--- src/rtl/dice_pkg.sv ---
// Shared definitions for the DICE host-side BRAM loader: state encoding,
// bram_full flag values and word-to-byte address conversion.
package dice_pkg;

  typedef enum logic [2:0] {
    ST_IDLE     = 3'd0,
    ST_LOAD_REF = 3'd1,
    ST_LOAD_DEF = 3'd2,
    ST_FULL     = 3'd3,
    ST_READ     = 3'd4
  } state_e;

  localparam logic [31:0] BRAM_FULL_SET   = 32'h1;
  localparam logic [31:0] BRAM_FULL_CLR   = 32'h0;
  localparam int unsigned BYTE_ADDR_SHIFT = 2;
  localparam logic [3:0]  WE_ALL          = 4'b1111;

  function automatic logic [31:0] byte_addr(input logic [31:0] idx);
    return idx << BYTE_ADDR_SHIFT;
  endfunction

endpackage

--- src/rtl/bram_rd_skid.sv ---
// Small circular FIFO absorbing result-BRAM read data while the output
// stream is stalled; exposes its occupancy for read-issue throttling.
module bram_rd_skid #(
  parameter  int W     = 32,
  parameter  int DEPTH = 4,
  localparam int PW    = (DEPTH > 1) ? $clog2(DEPTH) : 1,
  localparam int CW    = $clog2(DEPTH + 1)
) (
  input  logic          clock,
  input  logic          resetn,
  input  logic          push,
  input  logic [W-1:0]  din,
  input  logic          pop,
  output logic [W-1:0]  dout,
  output logic          empty,
  output logic [CW-1:0] count
);

  logic [W-1:0]  mem_q [DEPTH];
  logic [PW-1:0] wr_ptr_q, rd_ptr_q;
  logic [CW-1:0] count_q;
  logic          do_push, do_pop;

  function automatic logic [PW-1:0] next_ptr(input logic [PW-1:0] p);
    return (p == PW'(DEPTH - 1)) ? '0 : p + 1'b1;
  endfunction

  assign empty   = (count_q == '0);
  assign count   = count_q;
  assign do_push = push && (count_q != CW'(DEPTH));
  assign do_pop  = pop && !empty;
  assign dout    = mem_q[rd_ptr_q];

  always_ff @(posedge clock or negedge resetn) begin
    if (!resetn) begin
      wr_ptr_q <= '0;
      rd_ptr_q <= '0;
      count_q  <= '0;
    end else begin
      if (do_push) wr_ptr_q <= next_ptr(wr_ptr_q);
      if (do_pop)  rd_ptr_q <= next_ptr(rd_ptr_q);
      count_q <= count_q + CW'(do_push) - CW'(do_pop);
    end
  end

  // Storage needs no reset: only entries covered by count_q are ever read.
  always_ff @(posedge clock) begin
    if (do_push) mem_q[wr_ptr_q] <= din;
  end

endmodule

--- src/rtl/bram_host_loader.sv ---
// Streams ref/def image words into their BRAMs, flags them resident, then
// reads the result BRAM back through a skid FIFO onto a backpressured stream.
module bram_host_loader
  import dice_pkg::*;
#(
  parameter int DEPTH     = 4096,
  parameter int RES_WORDS = 4096,
  parameter int RD_LAT    = 2
) (
  input  logic        clock,
  input  logic        resetn,
  input  logic        start,
  input  logic [31:0] s_data,
  input  logic        s_valid,
  output logic        s_ready,
  output logic [31:0] ref_addr,
  output logic [31:0] ref_din,
  output logic [3:0]  ref_we,
  output logic        ref_en,
  output logic [31:0] def_addr,
  output logic [31:0] def_din,
  output logic [3:0]  def_we,
  output logic        def_en,
  output logic [31:0] bram_full,
  input  logic        compute_done,
  output logic [31:0] res_addr,
  output logic        res_en,
  input  logic [31:0] res_dout,
  output logic [31:0] m_data,
  output logic        m_valid,
  input  logic        m_ready,
  output logic        m_last,
  output logic        busy,
  output logic [2:0]  dbg_state
);

  localparam int          FIFO_DEPTH = RD_LAT + 2;
  localparam int          CW         = $clog2(FIFO_DEPTH + 1);
  localparam logic [31:0] LD_LAST    = 32'(DEPTH - 1);
  localparam logic [31:0] RD_LAST    = 32'(RES_WORDS - 1);
  localparam logic [31:0] RD_WORDS   = 32'(RES_WORDS);
  localparam logic [7:0]  FIFO_LIM   = 8'(FIFO_DEPTH);

  // Stream protocols: a word moves on a rising edge where valid & ready are
  // both high; valid never waits on ready, and m_data/m_last hold while stalled.
  state_e      state_q, state_d;
  logic [31:0] ld_idx_q, ld_idx_d, rd_idx_q, rd_idx_d, out_idx_q, out_idx_d;
  logic        ref_en_q, ref_en_d, def_en_q, def_en_d;
  logic [3:0]  ref_we_q, ref_we_d, def_we_q, def_we_d;
  logic [31:0] ref_addr_q, ref_addr_d, ref_din_q, ref_din_d;
  logic [31:0] def_addr_q, def_addr_d, def_din_q, def_din_d;
  logic [31:0] bram_full_q, bram_full_d;
  logic        res_en_q, res_en_d;
  logic [31:0] res_addr_q, res_addr_d;
  logic [RD_LAT-1:0] vld_q, vld_d;

  logic          s_hs, m_hs, issue;
  logic [7:0]    inflight, occ;
  logic [31:0]   fifo_dout;
  logic          fifo_empty;
  logic [CW-1:0] fifo_count;

  bram_rd_skid #(.W(32), .DEPTH(FIFO_DEPTH)) u_skid (
    .clock  (clock),
    .resetn (resetn),
    .push   (vld_q[RD_LAT-1]),
    .din    (res_dout),
    .pop    (m_hs),
    .dout   (fifo_dout),
    .empty  (fifo_empty),
    .count  (fifo_count)
  );

  assign s_ready   = (state_q == ST_LOAD_REF) || (state_q == ST_LOAD_DEF);
  assign s_hs      = s_valid && s_ready;
  assign m_valid   = (state_q == ST_READ) && !fifo_empty;
  assign m_last    = m_valid && (out_idx_q == RD_LAST);
  assign m_data    = m_valid ? fifo_dout : '0;
  assign m_hs      = m_valid && m_ready;
  assign busy      = (state_q != ST_IDLE);
  assign dbg_state = state_q;

  assign ref_en = ref_en_q;  assign ref_we = ref_we_q;
  assign ref_addr = ref_addr_q;  assign ref_din = ref_din_q;
  assign def_en = def_en_q;  assign def_we = def_we_q;
  assign def_addr = def_addr_q;  assign def_din = def_din_q;
  assign bram_full = bram_full_q;
  assign res_en = res_en_q;  assign res_addr = res_addr_q;

  always_comb begin
    inflight = 8'(res_en_q);
    for (int i = 0; i < RD_LAT; i++) inflight = inflight + 8'(vld_q[i]);
  end

  // A slot freed by this cycle's pop is reusable, which keeps full rate.
  assign occ   = 8'(fifo_count) + inflight - 8'(m_hs);
  assign issue = (state_q == ST_READ) && (rd_idx_q < RD_WORDS) && (occ < FIFO_LIM);

  always_comb begin
    vld_d    = vld_q << 1;
    vld_d[0] = res_en_q;
  end

  always_comb begin
    state_d     = state_q;
    ld_idx_d    = ld_idx_q;
    rd_idx_d    = rd_idx_q;
    out_idx_d   = out_idx_q;
    ref_en_d    = 1'b0;
    ref_we_d    = 4'b0000;
    ref_addr_d  = ref_addr_q;
    ref_din_d   = ref_din_q;
    def_en_d    = 1'b0;
    def_we_d    = 4'b0000;
    def_addr_d  = def_addr_q;
    def_din_d   = def_din_q;
    bram_full_d = bram_full_q;
    res_en_d    = 1'b0;
    res_addr_d  = res_addr_q;
    case (state_q)
      ST_IDLE: begin
        if (start) begin
          state_d  = ST_LOAD_REF;
          ld_idx_d = '0;
        end
      end
      ST_LOAD_REF: begin
        if (s_hs) begin
          ref_en_d   = 1'b1;
          ref_we_d   = WE_ALL;
          ref_addr_d = byte_addr(ld_idx_q);
          ref_din_d  = s_data;
          if (ld_idx_q == LD_LAST) begin
            ld_idx_d = '0;
            state_d  = ST_LOAD_DEF;
          end else begin
            ld_idx_d = ld_idx_q + 32'd1;
          end
        end
      end
      ST_LOAD_DEF: begin
        if (s_hs) begin
          def_en_d   = 1'b1;
          def_we_d   = WE_ALL;
          def_addr_d = byte_addr(ld_idx_q);
          def_din_d  = s_data;
          if (ld_idx_q == LD_LAST) begin
            ld_idx_d = '0;
            state_d  = ST_FULL;
          end else begin
            ld_idx_d = ld_idx_q + 32'd1;
          end
        end
      end
      ST_FULL: begin
        // Raised one cycle after the last def write is on the port.
        bram_full_d = BRAM_FULL_SET;
        if (compute_done) begin
          state_d   = ST_READ;
          rd_idx_d  = '0;
          out_idx_d = '0;
        end
      end
      ST_READ: begin
        if (issue) begin
          res_en_d   = 1'b1;
          res_addr_d = byte_addr(rd_idx_q);
          rd_idx_d   = rd_idx_q + 32'd1;
        end
        if (m_hs) begin
          if (m_last) begin
            state_d     = ST_IDLE;
            bram_full_d = BRAM_FULL_CLR;
            rd_idx_d    = '0;
            out_idx_d   = '0;
          end else begin
            out_idx_d = out_idx_q + 32'd1;
          end
        end
      end
      default: state_d = ST_IDLE;
    endcase
  end

  always_ff @(posedge clock or negedge resetn) begin
    if (!resetn) begin
      state_q     <= ST_IDLE;
      ld_idx_q    <= '0;
      rd_idx_q    <= '0;
      out_idx_q   <= '0;
      ref_en_q    <= 1'b0;
      ref_we_q    <= 4'b0000;
      ref_addr_q  <= '0;
      ref_din_q   <= '0;
      def_en_q    <= 1'b0;
      def_we_q    <= 4'b0000;
      def_addr_q  <= '0;
      def_din_q   <= '0;
      bram_full_q <= BRAM_FULL_CLR;
      res_en_q    <= 1'b0;
      res_addr_q  <= '0;
      vld_q       <= '0;
    end else begin
      state_q     <= state_d;
      ld_idx_q    <= ld_idx_d;
      rd_idx_q    <= rd_idx_d;
      out_idx_q   <= out_idx_d;
      ref_en_q    <= ref_en_d;
      ref_we_q    <= ref_we_d;
      ref_addr_q  <= ref_addr_d;
      ref_din_q   <= ref_din_d;
      def_en_q    <= def_en_d;
      def_we_q    <= def_we_d;
      def_addr_q  <= def_addr_d;
      def_din_q   <= def_din_d;
      bram_full_q <= bram_full_d;
      res_en_q    <= res_en_d;
      res_addr_q  <= res_addr_d;
      vld_q       <= vld_d;
    end
  end

endmodule

--- config.mk ---
export PLATFORM = sky130hd
export DESIGN_NAME = bram_host_loader
export DESIGN_NICKNAME = d
export VERILOG_FILES = /design/src/rtl/dice_pkg.sv /design/src/rtl/bram_rd_skid.sv /design/src/rtl/bram_host_loader.sv
export SDC_FILE = /design/constraint.sdc
export NUM_CORES = 1
export LEC_CHECK = 0
export CAP_MARGIN = 40
export CORE_MARGIN = 1
export CORE_UTILIZATION = 51
export CTS_CLUSTER_DIAMETER = 30
export DETAILED_ROUTE_END_ITERATION = 10
export PLACE_DENSITY = 0.78
export SLEW_MARGIN = 20
export SYNTH_ARGS = -nofsm -noshare
export SYNTH_HDL_FRONTEND = slang
export SYNTH_SLANG_ARGS = --single-unit
--- constraint.sdc ---
create_clock -name clock -period 4.34 [get_ports clock]
set_clock_uncertainty 0.2 [all_clocks]
set_input_delay 0.434 -clock clock [delete_from_list [all_inputs] [get_ports clock]]
set_output_delay 0.434 -clock clock [all_outputs]
set_load 0.01 [all_outputs]
Word-level counts from Yosys, hierarchy flattened

Memories as Yosys holds them, arrays and structs flattened.
Index checks and enable logic that the tools add are counted.

Bits in registers: 305
Memory bits (writable): 128
Logic and storage cells: 112
Memories kept: 1

Add/subtract/negate cells: 11
$lt $le $gt $ge: 2
Eq/ne operators: 18
Muxes and demuxes: 37
Reduce and logical (&&, ||, !) cells: 24

Memories:

| name         | words | width | read ports | clocked after memory_dff | write ports | line               | text |
|---|---|---|---|---|---|---|---|
| u_skid.mem_q | 4     | 32    | 1          | 0                        | 1           | bram_rd_skid.sv:19 | `logic [W-1:0] mem_q [DEPTH];` |

Operators by type and width:

| operator                                               | count |
|---|---|
| two-way mux 32 bit                                     | 12 |
| case mux 32 bit (2 select lines)                       | 4 |
| adder 32 x 1 -> 32 bit (second input constant)         | 3 |
| equality test 32 x 12 -> 1 bit (second input constant) | 2 |
| < comparator 32 x 13 -> 1 bit (second input constant)  | 1 |
| two-way mux 3 bit                                      | 8 |
| case mux 3 bit (5 select lines)                        | 1 |
| two-way mux 4 bit                                      | 3 |
| inequality test 2 bit (second input constant)          | 6 |
| AND reduction 3 bit                                    | 3 |
| logical AND 1 bit                                      | 8 |
| < comparator 8 x 3 -> 1 bit (second input constant)    | 1 |
| AND reduction 2 bit                                    | 4 |
| AND reduction 8 bit                                    | 1 |
| two-way mux 1 bit                                      | 7 |
| equality test 3 x 2 -> 1 bit (second input constant)   | 2 |
| logical NOT 3 bit                                      | 2 |
| inequality test 2 x 1 -> 1 bit (second input constant) | 3 |
| subtractor 4 x 1 -> 5 bit                              | 1 |
| adder 2 x 1 -> 2 bit (second input constant)           | 2 |
| adder 3 x 3 -> 4 bit                                   | 1 |
| equality test 2 bit (second input constant)            | 2 |
| two-way mux 2 bit                                      | 2 |
| nonzero test 2 bit                                     | 2 |
| other kinds (11)                                       | 11 |

Longest topological paths before layout

Gate-level depths: netlist of the first run.

Depth in word-level cells: 11
Depth in mapped cells: 15
Gate-level depth less buffers: 11

By module

A second synthesis of the first run with hierarchy kept.

Cells, all modules: 1175
Area, all modules: 16597.2 um^2

Modules (own cells, without submodules):

| module           | times used | cells an instance | area an instance (um^2) | seq. area each (um^2) |
|---|---|---|---|---|
| bram_host_loader | 1          | 969               | 11497.3                 | 6481.2 |
| bram_rd_skid     | 1          | 206               | 5099.9                  | 4018.9 |

Least setup slack after synthesis of the first run

No wires, ideal clock.

Path kind: register to register
From: reg state_q[1], in the netlist dbg_state[1]
To: reg res_addr_q[10], in the netlist res_addr[10]
Data arrival time: 3.728 ns
Required time: 4.015 ns
Setup slack: 0.287 ns
Stages on the path, launching flop included: 15
Clock period less this slack: 4.053 ns
Path through: dfrtp_1 > buf_6 > or3b_4 > buf_2 > nor3_1 > ha_1 > fa_1 > inv_1 > ha_1 > and3b_1 > o2111ai_1 > o41ai_1 > nand2_1 > buf_1 > mux2_2

Longest elaborated chain between the ends: 7
Elaborated cells on any way between the ends: 8

RTL lines:

| what                                   | line                                                                    | text |
|---|---|---|
| start: declaration                     | bram_host_loader.sv:46                                                  | `state_e state_q, state_d;` |
| start signal: assignment               | bram_host_loader.sv:204                                                 | `state_q <= state_d;` |
| equality test 3 bit *                  | bram_host_loader.sv:76, bram_host_loader.sv:97, bram_host_loader.sv:120 |  |
| logical AND 1 bit                      | bram_host_loader.sv:76                                                  | `assign m_valid = (state_q == ST_READ) && !fifo_empty;` |
| logical AND 1 bit                      | bram_host_loader.sv:79                                                  | `assign m_hs = m_valid && m_ready;` |
| subtractor 4 x 1 -> 5 bit              | bram_host_loader.sv:96                                                  | `assign occ = 8'(fifo_count) + inflight - 8'(m_hs);` |
| < comparator 8 x 3 -> 1 bit            | bram_host_loader.sv:97                                                  | `assign issue = (state_q == ST_READ) && (rd_idx_q < RD_WORDS) && (occ < FIFO_LIM);` |
| logical AND 1 bit                      | bram_host_loader.sv:97                                                  |  |
| AND reduction 2 bit (no source line) * | n/a                                                                     |  |
| end signal: assignment                 | bram_host_loader.sv:218                                                 | `res_addr_q <= res_addr_d;` |
| end: declaration                       | bram_host_loader.sv:54                                                  | `logic [31:0] res_addr_q, res_addr_d;` |

Mark *: on every way between the ends. The rest lies on a longest branch, timed or not.
A chain may end at the register's enable or synchronous reset.

Worst setup path after layout of the first run

From: reg state_q[0], in the netlist dbg_state[0]
To: reg rd_idx_q[9]

Longest elaborated chain between the ends: 10
Elaborated cells on any way between the ends: 16

RTL lines:

| what                             | line                                                                    | text |
|---|---|---|
| equality test 3 bit              | bram_host_loader.sv:76, bram_host_loader.sv:97, bram_host_loader.sv:120 |  |
| logical AND 1 bit                | bram_host_loader.sv:76                                                  |  |
| logical AND 1 bit                | bram_host_loader.sv:79                                                  |  |
| subtractor 4 x 1 -> 5 bit        | bram_host_loader.sv:96                                                  |  |
| < comparator 8 x 3 -> 1 bit      | bram_host_loader.sv:97                                                  |  |
| logical AND 1 bit                | bram_host_loader.sv:97                                                  |  |
| two-way mux 32 bit               | bram_host_loader.sv:165                                                 | `if (issue) begin` |
| two-way mux 32 bit               | bram_host_loader.sv:171                                                 | `if (m_last) begin` |
| two-way mux 32 bit               | bram_host_loader.sv:170                                                 | `if (m_hs) begin` |
| case mux 32 bit (2 select lines) | bram_host_loader.sv:120                                                 | `case (state_q)` |
| end signal: assignment           | bram_host_loader.sv:206                                                 | `rd_idx_q <= rd_idx_d;` |
| end: declaration                 | bram_host_loader.sv:47                                                  | `logic [31:0] ld_idx_q, ld_idx_d, rd_idx_q, rd_idx_d, out_idx_q, out_idx_d;` |

Parallel ways exist; a longest one is shown, timed or not.

==> results of run 1 <==
layout by cell type (no fill, tap or decap), types with 13 or more instances in the layout:
cell type / instances
clkdlybuf4s50_1: 273
nand2_1: 49
a21oi_1: 40
inv_1: 28
nor2_1: 39
nand3_1: 33
nand4_1: 26
ha_1: 16
nor4_1: 21
o31ai_1: 13
conb_1: 37
and2_1: 57
xor2_1: 18
mux4_2: 32
dfrtp_1: 265
clkbuf_16: 75
or4_1: 15
edfxtp_1: 128
and3_1: 25
mux2_2: 138
nor3_1: 14
or3_1: 24
buf_4: 23
o21ai_0: 32
cell type report:
type	instances	area, µm²
repair buffers	306	3060
well taps	435	544
multi-input cells	711	5640
clock buffers	84	1920
inverters	28	105
clock inverters	51	686
flip-flops and latches	394	10500
fillers	2107	9430
synthesized netlist by cell type, types with 5 or more instances:
| cell | count |
|---|---|
| o21ai_0 | 32 |
| xnor2_1 | 9 |
| or3_1 | 24 |
| mux4_2 | 32 |
| and2_1 | 57 |
| clkbuf_1 | 34 |
| nand3_1 | 33 |
| and4_1 | 6 |
| edfxtp_1 | 128 |
| mux2_2 | 138 |
| nor4_1 | 21 |
| a21oi_1 | 40 |
| nor2_1 | 41 |
| inv_1 | 28 |
| o31ai_1 | 13 |
| nand4_1 | 26 |
| and3_1 | 25 |
| mux2i_1 | 5 |
| or4_1 | 15 |
| ha_1 | 16 |
| buf_2 | 15 |
| buf_4 | 46 |
| xor2_1 | 18 |
| dfrtp_1 | 266 |
| nand2b_1 | 5 |
| nand2_1 | 49 |
| nor3_1 | 15 |
worst reg2reg max path, delay by kind of cell, from the launching register on:
family                   cells  cell delay, ns
flip-flops                   1            0.37
AND/OR/NAND/NOR              4            1.52
AO/OA/AOI/OAI                2            0.54
adder cells (fa/ha/maj)      3            0.89
buffers and inverters        2            0.28
metal layers:
metal	part of all wire [%]	global-route usage, %	vias up
met5	0	0	-
met3	7.7	6.49	54
met4	1.5	6.30	0
met1	42	31.0	5551
met2	49	37.2	373
li1	-	-	5006
what timing repair did:
item	in CTS	in global routing
hold buffers	1	0
endpoints found under the setup margin	0	0
endpoints found under the hold margin	131	0
worst min path at each step:
| stage | start | endpoint | slack [ns] | cells after the start |
|---|---|---|---|---|
| after floorplan | resetn | bram_full[0] | -0.06 | 0 |
| after global placement | vld_q[0] | vld_q[1] | 0.16 | 0 |
| after detailed placement | vld_q[0] | vld_q[1] | 0.16 | 0 |
| after CTS | vld_q[0] | vld_q[1] | 0.17 | 0 |
| after global routing | resetn | ref_addr[24] | 0.16 | 2 |
| final | resetn | ref_addr[26] | 0.15 | 2 |
flip-flops by register name (all words and copies together) (netlist names):
| signal | cells |
|---|---|
| bram_full | 1 |
| rd_idx_q | 32 |
| ld_idx_q | 32 |
| res_addr | 30 |
| u_skid.rd_ptr_q | 2 |
| def_addr | 30 |
| res_en | 1 |
| u_skid.count | 3 |
| def_we | 1 |
| vld_q | 2 |
| ref_addr | 30 |
| u_skid.mem_q | 128 |
| def_din | 32 |
| dbg_state | 3 |
| out_idx_q | 32 |
| ref_din | 32 |
| u_skid.wr_ptr_q | 2 |
| ref_we | 1 |
through the flow:
step	instance area, µm²	total power, W	hold WS, ns
after global placement	19800	0.00771	0.160
after global routing	22500	0.0143	0.156
after CTS	22400	0.0138	0.173
final	22500	0.0137	0.147
after floorplan	16900	0.00636	-0.0616
after detailed placement	19800	0.00781	0.160
cells by family after synthesis:
group | synth area share [%]
compound gates | 4.08
xor+xnor | 1.41
fa+ha+maj | 1.44
buf+inv | 4.46
flops | 62.7
mux | 14.0
other cells | 0.0224
simple gates | 11.9
power by group:
group	switching [W]	internal, W
Sequential	0.000321	0.00430
Clock	0.00198	0.00395
Combinational	0.00148	0.00169
Total	0.00378	0.00994
==> results.md, run 1 <==
* Status: finished clean
* Post-Syn Area at 16700 µm²
* Die ar. at 33500 µm²
* Crit-path cells: or3b_4 > nor3_1 > ha_1 > fa_1 > inv_1 > ha_1 > and3b_1 > o41a_1 > buf_4 > or4_1 > a21oi_1
* Post-Syn Instances at 1204
* Pwr/cell area at 611 nW/µm²
* Max incr delay on CP at 0.49 ns
* Ys async rst share at 67.5%
* F_max at 256 MHz
* Vias in the first global route at 11300
* CTS Buf Count at 74
* Ys Warns at 0
* Final setup fails at 0
* Iteration-0 DRC Markers at 619
* RSZ-0062 raised after global routing: false
* Clk_lat worst skew at 0.57 ns
* R2R cell count at 11
* Crit. path cell count at 11
* Relative slew slack at 49.1%
* Top FF cell, synth: dfrtp_1
* Min Tclk post-route at 3.90 ns
* DR vias at 11000
* Height of the die at 183 µm
* Crit path buf inv count at 2
* Post-DP HPWL at 23800 µm
* Worst r2r dst: rd_idx_q[9]
* CTS tree: built
* GRT overflow at 0
* Htree depth at 3
* DP Worst Slack at 0.317 ns
* First-pass GRT wire length at 61000 µm
* Post-CTS sizing at 0
* Cell mode on critical path: ha_1
* Drt wl/cell at 18.9 µm
* CTS max path bufs at 3
* Die width at 183 µm
* Root buf cell: clkbuf_16
* Crit path to: rd_idx_q[9]
* Setup WS post-layout at 0.436 ns
* Total GRT Usage at 23.1%
* Max_cap viols at 0
* WL final at 38000 µm
* Worst R2R Setup Slack at 0.44 ns
* Dpl cells at 1871
* Layout Cells excl Fill at 2009
* Remaining DRCs at 0
* Syn avg cell area at 13.9 µm²
* Peak VDD IR at 0.454 mV
* Vias per inst at 5.47
* CTS Sinks at 394
* Area Overhead vs Synth at 34.2%
* Critical Path Fanout Max at 15
* WS Path Type: reg -> reg
* Crit path launch: dbg_state[0]
* Final Cycle Share at 90.0%
* Yosys top cell area share at 39.8%
* Startpoint Class: register
* FP Rows at 65
* Final slew viol count at 0
* ANT cells at 0
* Largest net degree at the start of global routing at 136
* Worst setup EP type: register
* Tightest Hold Check Type: in -> async
* Top cell family by delay on the critical path: simple AND/OR/NAND/NOR gates
* Slowest cell on crit path: or3b_4
* Reg2reg start: dbg_state[0]
* Share of cells above drive strength 1 at 22.4%
* Worst path required time at 4.62 ns
* Distinct cells, synth at 69
* Area contributors post-synth: dfrtp_1 40%, edfxtp_1 23%, mux2_2 9.3%
* Area leader, netlist: dfrtp_1
* Worst slew pin tran at 0.760 ns
* FF+latch count, synth at 394
* Core area at 31900 µm²
* Nets at 1603
* Total iterations of the first detailed-routing run at 5
* Final hold vios at 0
* Starting density of the core at 52.5%
* EDFF count, synth at 128
* Final core occ at 70.4%
* I/O pin cnt at 312
* CTS clock-pin slew for the worst setup and hold paths at 0.06 ns
* Setup tns final at 0 ns
* Seq/Total Area, Yosys at 62.7%
* IO buf count at 274
* Antenna violations before repair at 0
* Routability cong. at 0.801
* DRT antenna net count at 0
* Arrival time of the worst setup path at 4.18 ns
* Post-CTS Setup Inserts at 0
* Pleak at 9.29 nW
Power figures use the tool's default switching activity.
==> run 2: changes to the inputs <==
--- a/config.mk
+++ b/config.mk
@@ -7,10 +7,11 @@
 export LEC_CHECK = 0
 export CAP_MARGIN = 40
 export CORE_MARGIN = 1
-export CORE_UTILIZATION = 51
+export CORE_UTILIZATION = 43
 export CTS_CLUSTER_DIAMETER = 30
 export DETAILED_ROUTE_END_ITERATION = 10
-export PLACE_DENSITY = 0.78
+export HOLD_SLACK_MARGIN = 0.02
+export PLACE_DENSITY = 0.68
 export SLEW_MARGIN = 20
 export SYNTH_ARGS = -nofsm -noshare
 export SYNTH_HDL_FRONTEND = slang
==> run 2 against run 1 <==
Net effect:
- maximum frequency shrank 1.5%
- via count fell by 0.28%
- core utilization fell by 10 points
- power up 5.4%
==> results.md, run 2 (synthesis results as in run 1) <==
* Status: finished clean (unchanged)
* Total iterations of the first detailed-routing run at 4 (was 5)
* First-pass GRT wire length at 61500 µm (was 61000 µm)
* Slowest cell on crit path: o41a_1 (was or3b_4)
* Area Overhead vs Synth at 37.2% (was 34.2%)
* Setup tns final at 0 ns (unchanged)
* ANT cells at 0 (unchanged)
* Post-CTS Setup Inserts at 0 (unchanged)
* Nets at 1614 (was 1603)
* Htree depth at 3 (unchanged)
* Vias in the first global route at 11400 (was 11300)
* Worst R2R Setup Slack at 0.38 ns (was 0.44 ns)
* Final Cycle Share at 91.3% (was 90.0%)
* CTS tree: built (unchanged)
* CTS clock-pin slew for the worst setup and hold paths at 0.04 ns (was 0.06 ns)
* Most frequent cells in the layout: 273 x clkdlybuf4s50_1, 265 x dfrtp_1, 138 x mux2_2, 128 x edfxtp_1, 88 x clkbuf_16 (was 273 x clkdlybuf4s50_1, 265 x dfrtp_1, 138 x mux2_2, 128 x edfxtp_1, 75 x clkbuf_16)
* WS Path Type: reg -> reg (unchanged)
* F_max at 252 MHz (was 256 MHz)
* WL final at 38900 µm (was 38000 µm)
* Largest net degree at the start of global routing at 114 (was 136)
* FP Rows at 71 (was 65)
* Final slew viol count at 0 (unchanged)
* Drt wl/cell at 18.5 µm (was 18.9 µm)
* Arrival time of the worst setup path at 4.25 ns (was 4.18 ns)
* Iteration-0 DRC Markers at 503 (was 619)
* Relative slew slack at 38.4% (was 49.1%)
* Vias per inst at 5.20 (was 5.47)
* Max_cap viols at 0 (unchanged)
* Die width at 199 µm (was 183 µm)
* Pleak at 9.52 nW (was 9.29 nW)
* Most common cell after layout, fill and taps aside: clkdlybuf4s50_1 (unchanged)
* Remaining DRCs at 0 (unchanged)
* Startpoint Class: register (unchanged)
* Root buf cell: clkbuf_16 (unchanged)
* CTS Sinks at 394 (unchanged)
* Final hold slack at 0.164 ns (was 0.147 ns)
* Total GRT Usage at 19.7% (was 23.1%)
* Starting density of the core at 44.0% (was 52.5%)
* Antenna violations before repair at 0 (unchanged)
* Post-CTS sizing at 0 (unchanged)
* Share of cells above drive strength 1 at 23.3% (was 22.4%)
* Post-DP HPWL at 24700 µm (was 23800 µm)
* Height of the die at 199 µm (was 183 µm)
* Max reg flops at 128 (unchanged)
* Tightest Hold Check Type: reg -> reg (was in -> async)
* DR vias at 11000 (about the same)
* CTS Buf Count at 85 (was 74)
* Max incr delay on CP at 0.53 ns (was 0.49 ns)
* Final setup fails at 0 (unchanged)
* Routability cong. at 0.785 (was 0.801)
* Setup WS post-layout at 0.378 ns (was 0.436 ns)
* # fillers at 2998 (was 2107)
* Cell mode on critical path: ha_1 (unchanged)
* Hold path depth at 0
* Crit-path cells: or3b_4 > nor3_1 > ha_1 > inv_1 > ha_1 > ha_1 > nor4b_1 > a311oi_1 > o41a_1 > buf_4 > or4_1 > a21oi_1 (was or3b_4 > nor3_1 > ha_1 > fa_1 > inv_1 > ha_1 > and3b_1 > o41a_1 > buf_4 > or4_1 > a21oi_1)
* R2R cell count at 12 (was 11)
* Sequential standard cell area at 10500 µm² (unchanged)
* Min Tclk post-route at 3.96 ns (was 3.90 ns)
* Largest Register: u_skid.mem_q (unchanged)
* Final hold vios at 0 (unchanged)
* Pwr/cell area at 630 nW/µm² (was 611 nW/µm²)
* DP Worst Slack at 0.256 ns (was 0.317 ns)
* Critical Path Fanout Max at 12 (was 15)
* IO buf count at 274 (unchanged)
* Die ar. at 39700 µm² (was 33500 µm²)
* I/O pin cnt at 312 (unchanged)
* Area of the multi-input gates at 5640 µm² (unchanged)
* RSZ-0062 raised after global routing: false (unchanged)
* Core area at 38000 µm² (was 31900 µm²)
* DRT antenna net count at 0 (unchanged)
* Worst setup EP type: register (unchanged)
* GRT overflow at 0 (unchanged)
* Worst path required time at 4.63 ns (was 4.62 ns)
* Clk_lat worst skew at 0.58 ns (was 0.57 ns)
* Peak VDD IR at 0.421 mV (was 0.454 mV)
* Worst slew pin tran at 0.924 ns (was 0.760 ns)
* CTS max path bufs at 3 (unchanged)
==> run 2: changes by cell type in the layout (fill, tap and decap cells not counted), sizes merged <==
cell / previous run / this run
clkbuf: 85 / 101
buf: 31 / 32
clkinv: 14 / 29
inv: 44 / 35
clkinvlp: 9 / 4
bufinv: 12 / 15
==> run 2: critical path, delay by kind of cell (launching register included) <==
kind	cells	cell delay (ns)
DFF	1	0.37
AOI/OAI and AO/OA	3	0.85
adders and majority gates	3	0.58
and+or+nand+nor	4	1.61
buffers and inverters	2	0.26
==> run 2: what timing repair did <==
item | CTS | global route
endpoints found under the hold margin | 110 | 0
hold buffers | 1 | 0
endpoints found under the setup margin | 0 | 0
==> run 2: layer usage <==
layer	routed length (µm)	up-vias	GRT usage [%]
met2	18200	340	30.3
met3	3230	71	6.77
li1	-	5020	-
met4	942	0	7.66
met1	16500	5522	25.6
met5	0	-	0
==> run 2: cell type report <==
cell class              count  share of cell area (%)
flip-flops and latches    394                    45.8
multi-input cells         711                    24.6
repair buffers            306                    13.3
clock buffers             101                    9.98
clock inverters            55                    3.17
well taps                 511                    2.79
inverters                  28                   0.458
==> run 2: where the power goes <==
part | switching (W) | total [W] | internal [W]
clock network | 0.00205 | 0.00670 | 0.00465
registers | 0.000305 | 0.00461 | 0.00430
logic | 0.00146 | 0.00316 | 0.00170
==> run 2: metrics by stage <==
| stage | instance area, µm² | util [%] | instances | power (W) |
|---|---|---|---|---|
| finish | 23000 | 60.4 | 2106 | 0.0145 |
| global route | 23000 | 60.4 | 2106 | 0.0151 |
| CTS | 23000 | 60.4 | 2106 | 0.0146 |
| detailed placement | 19900 | 52.4 | 1949 | 0.00782 |
| global placement | 19900 | 52.3 | 1946 | 0.00775 |
| floorplan | 16900 | - | 1240 | 0.00636 |
==> run 2: worst paths after layout <==
check | startpoint | to
hold reg to reg | vld_q[0] | vld_q[1]
max in group asynchronous | resetn | ref_din[4]
setup reg to reg | dbg_state[0] | rd_idx_q[3]
min in group asynchronous | resetn | ref_addr[24]
setup / recovery | dbg_state[0] | rd_idx_q[3]
hold / removal | vld_q[0] | vld_q[1]
==> run 3: changes to the inputs <==
--- a/config.mk
+++ b/config.mk
@@ -7,11 +7,11 @@
 export LEC_CHECK = 0
 export CAP_MARGIN = 40
 export CORE_MARGIN = 1
-export CORE_UTILIZATION = 43
+export CORE_UTILIZATION = 50
 export CTS_CLUSTER_DIAMETER = 30
 export DETAILED_ROUTE_END_ITERATION = 10
 export HOLD_SLACK_MARGIN = 0.02
-export PLACE_DENSITY = 0.68
+export PLACE_DENSITY = 0.77
 export SLEW_MARGIN = 20
 export SYNTH_ARGS = -nofsm -noshare
 export SYNTH_HDL_FRONTEND = slang
==> run 3 against run 2 <==
Net effect:
- global-route usage is 2.9 points higher
- sequential share of layout area grew 0.99 points
- flip-flop and latch count did not move
- combinational power is essentially flat
==> results.md, run 3 (synthesis results as in run 1) <==
* Worst setup EP type: register (unchanged)
* Height of the die at 185 µm (was 199 µm)
* Nets at 1603 (was 1614)
* Layout Cells excl Fill at 2014 (was 2106)
* Relative slew slack at 44.0% (was 38.4%)
* CTS max path bufs at 3 (unchanged)
* Peak VDD IR at 0.470 mV (was 0.421 mV)
* Area of the multi-input gates at 5640 µm² (unchanged)
* RSZ-0062 raised after global routing: false (unchanged)
* Final setup fails at 0 (unchanged)
* IO buf count at 274 (unchanged)
* Met1 usage at 29.7% (was 25.6%)
* Arrival time of the worst setup path at 4.20 ns (was 4.25 ns)
* Status: finished clean (unchanged)
* Most common cell after layout, fill and taps aside: clkdlybuf4s50_1 (unchanged)
* Max_cap viols at 0 (unchanged)
* Routability cong. at 0.806 (was 0.785)
* Min Tclk post-route at 3.93 ns (was 3.96 ns)
* Drt wl/cell at 19.0 µm (was 18.5 µm)
* Max reg flops at 128 (unchanged)
* Antenna violations before repair at 2 (was 0)
* DRT antenna net count at 0 (unchanged)
* CTS tree: built (unchanged)
* WL final at 38300 µm (was 38900 µm)
* Post-CTS sizing at 0 (unchanged)
* Die width at 185 µm (was 199 µm)
* CTS clock-pin slew for the worst setup and hold paths at 0.05 ns (was 0.04 ns)
* I/O pin cnt at 312 (unchanged)
* Vias per inst at 5.43 (was 5.20)
* CTS Sinks at 394 (unchanged)
* Post-DP HPWL at 23500 µm (was 24700 µm)
* Dpl cells at 1877 (was 1949)
* DR vias at 10900 (was 11000)
* Most frequent cells in the layout: 273 x clkdlybuf4s50_1, 265 x dfrtp_1, 138 x mux2_2, 128 x edfxtp_1, 79 x clkbuf_16 (was 273 x clkdlybuf4s50_1, 265 x dfrtp_1, 138 x mux2_2, 128 x edfxtp_1, 88 x clkbuf_16)
* FP Rows at 66 (was 71)
* Area Overhead vs Synth at 34.3% (was 37.2%)
* Total GRT Usage at 22.7% (was 19.7%)
* Startpoint Class: register (unchanged)
* Pwr/cell area at 609 nW/µm² (was 630 nW/µm²)
* Final hold vios at 0 (unchanged)
* Final hold slack at 0.178 ns (was 0.164 ns)
* Final slew viol count at 0 (unchanged)
* Pleak at 9.31 nW (was 9.52 nW)
* Remaining DRCs at 0 (unchanged)
* Tightest Hold Check Type: reg -> reg (unchanged)
* Die ar. at 34200 µm² (was 39700 µm²)
* Worst R2R Setup Slack at 0.41 ns (was 0.38 ns)
* Largest Register: u_skid.mem_q (unchanged)
* Share of cells above drive strength 1 at 22.4% (was 23.3%)
* Setup tns final at 0 ns (unchanged)
* DP Worst Slack at 0.296 ns (was 0.256 ns)
* WS Path Type: reg -> reg (unchanged)
* GRT overflow at 0 (unchanged)
* Vias in the first global route at 11100 (was 11400)
* Starting density of the core at 51.2% (was 44.0%)
* # fillers at 2240 (was 2998)
* M2 GR Usage at 36.0% (was 30.3%)
* ANT cells at 0 (unchanged)
* Post-route cell area at 22500 µm² (was 23000 µm²)
* Sequential standard cell area at 10500 µm² (unchanged)
* Critical Path Fanout Max at 19 (was 12)
* Core area at 32700 µm² (was 38000 µm²)
* Worst path required time at 4.61 ns (was 4.63 ns)
* Root buf cell: clkbuf_16 (unchanged)
* Clk_lat worst skew at 0.56 ns (was 0.58 ns)
* Final Cycle Share at 90.6% (was 91.3%)
* CTS Buf Count at 77 (was 85)
* Grt met3 use at 6.82% (was 6.77%)
* Htree depth at 3 (unchanged)
* Setup WS post-layout at 0.407 ns (was 0.378 ns)
* Total iterations of the first detailed-routing run at 5 (was 4)
* First-pass GRT wire length at 60500 µm (was 61500 µm)
* Busiest grt layer: met2 (unchanged)
* Worst slew pin tran at 0.832 ns (was 0.924 ns)
* F_max at 254 MHz (was 252 MHz)
* Placed Instance Area at 19800 µm² (was 19900 µm²)
* Largest net degree at the start of global routing at 105 (was 114)
* Iteration-0 DRC Markers at 571 (was 503)
run 3: cell count changes in the layout (fill, tap and decap cells not counted), moves of 4 or more:
cell and delta:
bufinv_16 -7, clkinv_4 +5, clkbuf_1 -4, clkinv_2 -15, inv_6 +4, clkbuf_16 -9
run 3: worst max-delay path, stage by stage, from the launching register on:
cell and delay [ns]:
dfrtp_1 0.37, or3b_4 0.49, nor3_1 0.35, ha_1 0.23, inv_1 0.05, ha_1 0.17
ha_1 0.21, nor4b_1 0.35, a311oi_1 0.11, o41a_1 0.42, buf_4 0.21, or4_1 0.48
a21oi_1 0.18
run 3: area by class of cell:
| class | instances | share of cell area, % |
|---|---|---|
| clock inverters | 47 | 2.53 |
| repair buffers | 303 | 13.5 |
| clock buffers | 89 | 9.19 |
| flip-flops and latches | 394 | 46.7 |
| well taps | 442 | 2.46 |
| inverters | 28 | 0.468 |
| multi-input cells | 711 | 25.1 |
run 3: final timing paths:
check	from	to	cells after the start
worst max-delay path	dbg_state[0]	rd_idx_q[4]	12
worst min-delay path	vld_q[0]	vld_q[1]	0
worst max register to register	dbg_state[0]	rd_idx_q[4]	12
worst min register to register	vld_q[0]	vld_q[1]	0
max in group asynchronous	resetn	res_addr[13]	3
min in group asynchronous	resetn	def_addr[24]	2
run 3: layer usage:
layer  vias to the layer above  part of all wire (%)
li1                       4993                     -
met1                      5487                    42
met2                       378                    48
met3                        68                   7.6
met4                         2                   2.3
met5                         -                 0.031
run 3: what timing repair did:
action                    CTS  global route
hold endpoints to repair  101             0
hold buffers                1             0
buffers inserted            0             0
run 3: through the flow:
step / util (%) / power, W
CTS: 68.7 / 0.0138
finish: 68.7 / 0.0137
floorplan: - / 0.00636
global route: 68.7 / 0.0142
global placement: 60.4 / 0.00767
detailed placement: 60.6 / 0.00778
run 3: report_power, final:
| group | leakage [nW] | internal, W | total [W] | switching [W] |
|---|---|---|---|---|
| registers | 4.71 | 0.00430 | 0.00458 | 0.000287 |
| clock network | 1.28 | 0.00393 | 0.00593 | 0.00201 |
| logic | 3.32 | 0.00168 | 0.00316 | 0.00148 |
==> variant 1 (flow settings as in run 2) <==
Take the reset off `def_din_q` and load it in a clocked block of its own.
--- a/src/rtl/bram_host_loader.sv
+++ b/src/rtl/bram_host_loader.sv
@@ -196,5 +196,4 @@
       def_we_q    <= 4'b0000;
       def_addr_q  <= '0;
-      def_din_q   <= '0;
       bram_full_q <= BRAM_FULL_CLR;
       res_en_q    <= 1'b0;
@@ -213,5 +212,4 @@
       def_we_q    <= def_we_d;
       def_addr_q  <= def_addr_d;
-      def_din_q   <= def_din_d;
       bram_full_q <= bram_full_d;
       res_en_q    <= res_en_d;
@@ -221,4 +219,8 @@
   end
 
+  always_ff @(posedge clock) begin
+    def_din_q <= def_din_d;
+  end
+
 endmodule
 
Formal check against the unedited RTL: no difference found for any inputs over 4 cycles, from zero or initial values and one cycle with resetn low; that may be too few to reach the edited logic, so the function may still have changed.
==> variant 1 against run 2 <==
Sequential power decreased by 4%; total power decreased by 1.4%; core utilization grew 0.50 points; global-route usage up 0.12 points; synthesized area down 2.4%; worst hold slack better by 0.014 ns; design area shrank 0.59%; critical path type unchanged; sequential cell count unchanged; final cell count did not move; wire length shrank 2.0%; worst setup slack gained 0.13 ns; maximum frequency grew 3.4%.
==> variant 1: results (changes against run 2) <==
Global routing
The initial antenna violation count is 0 (unchanged). The met2 usage in global routing is 0.316 (was 0.303). The global routing usage on met3 came to 0.0534 (was 0.0677). The largest net degree at the start of global routing is 132 (was 114).

The via count of the first global-routing pass is 10.9k (was 11.4k). The global-route wire length before repair was 59.9 mm (was 61.5 mm). The met1 track demand over resource in global routing was 0.255 (was 0.256).

The total global-route track usage is 0.198 (was 0.197).

Cells and area
The number of filler cells placed in the layout is 2917 (was 2998). The number of flip-flops under the largest register name is 128 (unchanged). The number of antenna repair diodes came to 0 (unchanged). The number of standard cells in the final layout excluding fillers was 2106 (unchanged). The fraction of layout cells with a size suffix above 1 is 0.202 (was 0.233).

The final net count came to 1605 (was 1614). The largest register by flop count is u_skid.mem_q (unchanged).

Power
The switching power share of the total was 0.267 (was 0.264). The largest vdd supply drop is 0.445 mV (was 0.421 mV). The reported leakage power is 9.62 nW (was 9.52 nW).

Placed design
The last weighted congestion value of the routability-driven placer came to 0.797 (was 0.785). The cell area after placement is 19500 um2 (was 19900 um2). The number of cells in the design after placement is 1934 (was 1949). The count of port buffers added during placement is 274 (unchanged). The sum of net half-perimeters after detailed placement is 23.9 mm (was 24.7 mm).

Logic synthesis
Leading cell types by count after synthesis: 234 x dfrtp_1, 160 x edfxtp_1, 92 x mux2_2 (was 266 x dfrtp_1, 138 x mux2_2, 128 x edfxtp_1). The number of synthesis warnings is 0 (unchanged). Area contributors post-synth: dfrtp_1 36%, edfxtp_1 29%, mux2_2 6.3% (was dfrtp_1 40%, edfxtp_1 23%, mux2_2 9.3%). The sequential-to-total area share from yosys stat is 0.653 (was 0.627). The share of async-settable or async-resettable flops after synthesis came to 0.594 (was 0.675). The number of synthesized flops with an enable pin is 160 (was 128). The distinct cell type count after synthesis is 58 (was 69). The gate count after technology mapping was 1183 (was 1204).

Clock network
The clock slew seen by the registers of the worst setup and hold paths is 0.05 ns. The largest buffer count on any clock path came to 3 (unchanged). The number of H-tree levels was 3 (unchanged).

The latest clock arrival within the worst-skew pair is 0.60 ns (was 0.58 ns). The number of clock buffers inserted by TritonCTS is 91 (was 85). The post-CTS setup-driven buffer insertion count was 0 (unchanged). The master cell of the clock root buffer is clkbuf_16 (unchanged).

Route
The average via count per standard cell is 5.06 (was 5.20). The average routed wire per standard cell is 18.1 um (was 18.5 um). The number of DRC markers after the initial detailed-route iteration is 552 (was 503). The count of TritonRoute iterations in the first routing pass is 4 (unchanged).

Setup path
The worst path arrival time came to 4.10 ns (was 4.25 ns). The maximum net fanout on the critical path is 18 (was 12). The maximum single-stage delay on the critical path is 0.53 ns (about the same). The slowest stage cell on the critical path is nand3_1 (was o41a_1). The number of cell instances on the worst register-to-register path is 12 (unchanged).

Worst hold path
The worst min-delay path category is flip-flop to flip-flop (unchanged). The hold-critical path depth is 0 (unchanged).

Outcome
Run status: completed (unchanged).

STA
The transition time of the tightest slew-check pin is 1.01 ns (was 0.924 ns).
==> variant 1: cell types whose count changed after synthesis, moves of 12 or more <==
cell | run 2 | this run
and3_1 | 25 | 70
mux2_2 | 138 | 92
dfrtp_1 | 266 | 234
and2_1 | 57 | 28
xnor2_1 | 9 | 25
edfxtp_1 | 128 | 160
nor2_1 | 41 | 75
or4_1 | 15 | 3
nand2_1 | 49 | 91
a21oi_1 | 40 | 21
==> variant 1: worst max-delay path, delay by kind of cell (launching register included) <==
kind	cells	cell delay, ns
simple gates	5	1.52
fa+ha+maj	3	0.87
xor+xnor	1	0.46
flops	1	0.43
buf+inv	2	0.13
compound gates	1	0.10
==> variant 1: per-stage QoR <==
step                      setup WS [ns]   util  hold WS (ns)
after floorplan                   0.554      -       -0.0616
after global placement            0.417  0.520         0.163
after detailed placement          0.409  0.521         0.171
after CTS                         0.480  0.609         0.176
after global routing              0.125  0.609         0.191
final                             0.506  0.609         0.178
==> variant 1: what timing repair did <==
item | in CTS | in global routing
hold buffers | 1 | 0
endpoints found under the hold margin | 127 | 0
gates resized for setup | 0 | 0
endpoints found under the setup margin | 0 | 0
==> variant 1: cell families (layout without fill, tap and decap cells) <==
group / count (synthesis) / count (layout) / share of synthesized area
mux: 127 / 127 / 0.109
fa+ha+maj: 18 / 18 / 0.0147
buf+inv: 121 / 497 / 0.0401
other cells: 1 / 37 / 0.000230
xor+xnor: 54 / 54 / 0.0290
flops: 394 / 394 / 0.653
compound gates: 61 / 61 / 0.0213
simple gates: 407 / 407 / 0.133
==> variant 1: final timing paths <==
kind	from	endpoint	slack [ns]
min in group asynchronous	resetn	ref_addr[24]	0.34
setup reg to reg	u_skid.count[1]	res_addr[22]	0.51
hold reg to reg	vld_q[0]	vld_q[1]	0.18
setup / recovery	u_skid.count[1]	res_addr[22]	0.51
max in group asynchronous	resetn	ld_idx_q[7]	2.55
hold / removal	vld_q[0]	vld_q[1]	0.18
==> variant 1: cell type report <==
| cell class | count | share of cell area |
|---|---|---|
| sequential | 394 | 0.467 |
| multi-input combinational | 704 | 0.227 |
| timing repair buffer | 302 | 0.130 |
| clock buffer | 114 | 0.108 |
| clock inverter | 57 | 0.0352 |
| tap | 511 | 0.0280 |
| inverter | 24 | 0.00395 |
==> variant 1: per-layer routing <==
layer,up-vias,part of all wire
met5,-,0
met3,67,0.066
li1,4914,-
met4,0,0.025
met2,324,0.48
met1,5352,0.42
==> variant 1: power by group through the flow <==
| stage | logic [mW] | clock network (mW) | registers (mW) |
|---|---|---|---|
| floorplan | 1.49 | 0 | 4.55 |
| global placement | 2.66 | 0 | 4.47 |
| detailed placement | 2.71 | 0 | 4.49 |
| CTS | 2.74 | 7.25 | 4.43 |
| global route | 2.92 | 7.44 | 4.47 |
| finish | 2.71 | 7.12 | 4.43 |
==> variant 2 (flow settings as in run 2) <==
Made on the original files. Change the parameter `RD_LAT` from 2 to 4.
--- a/src/rtl/bram_host_loader.sv
+++ b/src/rtl/bram_host_loader.sv
@@ -6,5 +6,5 @@
   parameter int DEPTH     = 4096,
   parameter int RES_WORDS = 4096,
-  parameter int RD_LAT    = 2
+  parameter int RD_LAT    = 4
 ) (
   input  logic        clock,
Formal check against the unedited RTL: same outputs for any inputs over 4 cycles, from zero or initial values and one cycle with resetn low; that may be too few to reach the edited logic, so the function may still have changed.
==> variant 2 against run 2 <==
The run now ends with setup timing left; sequential share of layout area up 1.3 points; non-clock buffer count up 25; total power up 12%; wire length up 20%; synthesized area up 17%; design area up 16%; worst setup slack worse by 0.45 ns; worst hold slack better by 0.014 ns; sequential cell count up 68; first-iteration DRC count up 68%; combinational power about the same; count of clock-buffer cells in the layout up 11; critical endpoint is now res_addr[5].
==> variant 2: results (changes against run 2) <==
Outcome
Run status: finished with violations (was completed). The checks that failed: setup timing.

Global routing
The global routing usage on met3 is 0.0563 (was 0.0677). The met1 track demand over resource in global routing is 0.256 (about the same). The met2 usage in global routing is 0.330 (was 0.303). The total global-route track usage is 0.204 (was 0.197).

The largest net degree at the start of global routing is 123 (was 114).

Power
The reported leakage power was 11.1 nW (was 9.52 nW).

Route
The number of DRC markers after the initial detailed-route iteration is 845 (was 503). The met3 routed wirelength was 2.90 mm (was 3.23 mm). The average routed wire per standard cell was 18.5 um (about the same). The post-detailed-routing wire length is 46.6 mm (was 38.9 mm).

Clock network
The number of clock buffers inserted by TritonCTS came to 95 (was 85).

Logic synthesis
The distinct cell type count after synthesis is 58 (was 69). The sequential-to-total area share from yosys stat came to 0.642 (was 0.627). The compound-gate portion of the synthesized area is 0.0419 (was 0.0408). The number of synthesized flops with an enable pin is 192 (was 128).

The post-synthesis adder-cell area fraction is 0.0150 (was 0.0144). The synthesized area per cell is 12.9 um2 (was 13.9 um2).

Cells and area
The final net count is 1941 (was 1614). The fraction of layout cells with a size suffix above 1 is 0.189 (was 0.233).

Placed design
The last weighted congestion value of the routability-driven placer is 0.828 (was 0.785). The sum of net half-perimeters after detailed placement was 29.1 mm (was 24.7 mm). The cell area after placement is 22900 um2 (was 19900 um2). The minimum setup slack after placement is -0.321 ns (was 0.256 ns).

Setup path
The maximum net fanout on the critical path came to 7 (was 12). The worst path arrival time is 4.71 ns (was 4.25 ns).

STA
The final number of setup-violating endpoints is 35 (was 0). The setup slack of the critical path after layout is -0.0742 ns (was 0.378 ns).
## variant 2: cell count changes after synthesis, moves of 31 or more
cell	delta
nand2_1	+175
edfxtp_1	+64
mux2_2	-63
and2_1	-54
nor2_1	+45
a211oi_1	+31
mux2i_1	+31
## variant 2: cells by family after synthesis
group | after synthesis
other | 1
multiplexers | 143
AND/OR/NAND/NOR | 559
AO/OA/AOI/OAI | 128
XOR/XNOR | 43
flip-flops | 462
buffers and inverters | 154
adder cells (fa/ha/maj) | 21
## variant 2: critical path, stage by stage (launching register included)
cell and delay (ns):
dfrtp_1 0.37, or3b_4 0.43, nor3_4 0.18, ha_1 0.27, fa_1 0.47, fa_1 0.53
nor2b_1 0.07, fa_2 0.35, and3b_1 0.21, nor4b_2 0.28, o211ai_1 0.18, nor3_4 0.24
clkbuf_16 0.22, mux2_4 0.29
## variant 2: path summary, 6_finish.rpt
kind / start / to / slack (ns) / depth (start not counted)
min in group asynchronous: resetn / def_addr[13] / 0.31 / 2
max in group asynchronous: resetn / ref_din[6] / 2.52 / 3
hold / removal: vld_q[0] / vld_q[1] / 0.18 / 0
hold reg to reg: vld_q[0] / vld_q[1] / 0.18 / 0
setup / recovery: dbg_state[1] / res_addr[5] / -0.07 / 13
setup reg to reg: dbg_state[1] / res_addr[5] / -0.07 / 13
## variant 2: final cells by class
| cell class | instances | area [um2] | area share |
|---|---|---|---|
| Antenna cell | 2 | 5.00 | 0.000188 |
| Clock buffer | 112 | 2570 | 0.0967 |
| Clock inverter | 65 | 901 | 0.0339 |
| Inverter | 29 | 109 | 0.00409 |
| Multi-Input combinational cell | 931 | 6490 | 0.244 |
| Sequential cell | 462 | 12500 | 0.471 |
| Tap cell | 592 | 741 | 0.0278 |
| Timing Repair Buffer | 331 | 3260 | 0.122 |
## variant 2: metrics by stage
step | power, mW | utilization | setup TNS [ns] | hold slack, ns
after global placement | 8.44 | 0.515 | -5.84 | 0.162
after detailed placement | 8.53 | 0.515 | -10.44 | 0.168
after global routing | 16.9 | 0.598 | -8.32 | 0.164
final | 16.2 | 0.598 | -0.980 | 0.178
after floorplan | 7.13 | - | -2.85 | -0.0616
after CTS | 16.3 | 0.595 | -0.702 | 0.140
## variant 2: report_power, final
part           switching, mW  leakage, nW  internal (mW)
Sequential             0.332         5.37           4.97
Combinational           1.55         4.05           1.62
Clock                   2.40         1.66           5.31
## variant 2: repair_timing
| item | in CTS | in global routing |
|---|---|---|
| hold buffers | 1 | 0 |
| cloned | 0 | 1 |
| gates resized for setup | 14 | 16 |
| hold endpoints to repair | 117 | 0 |
| setup buffers | 1 | 1 |
| setup endpoints to repair | 42 | 43 |
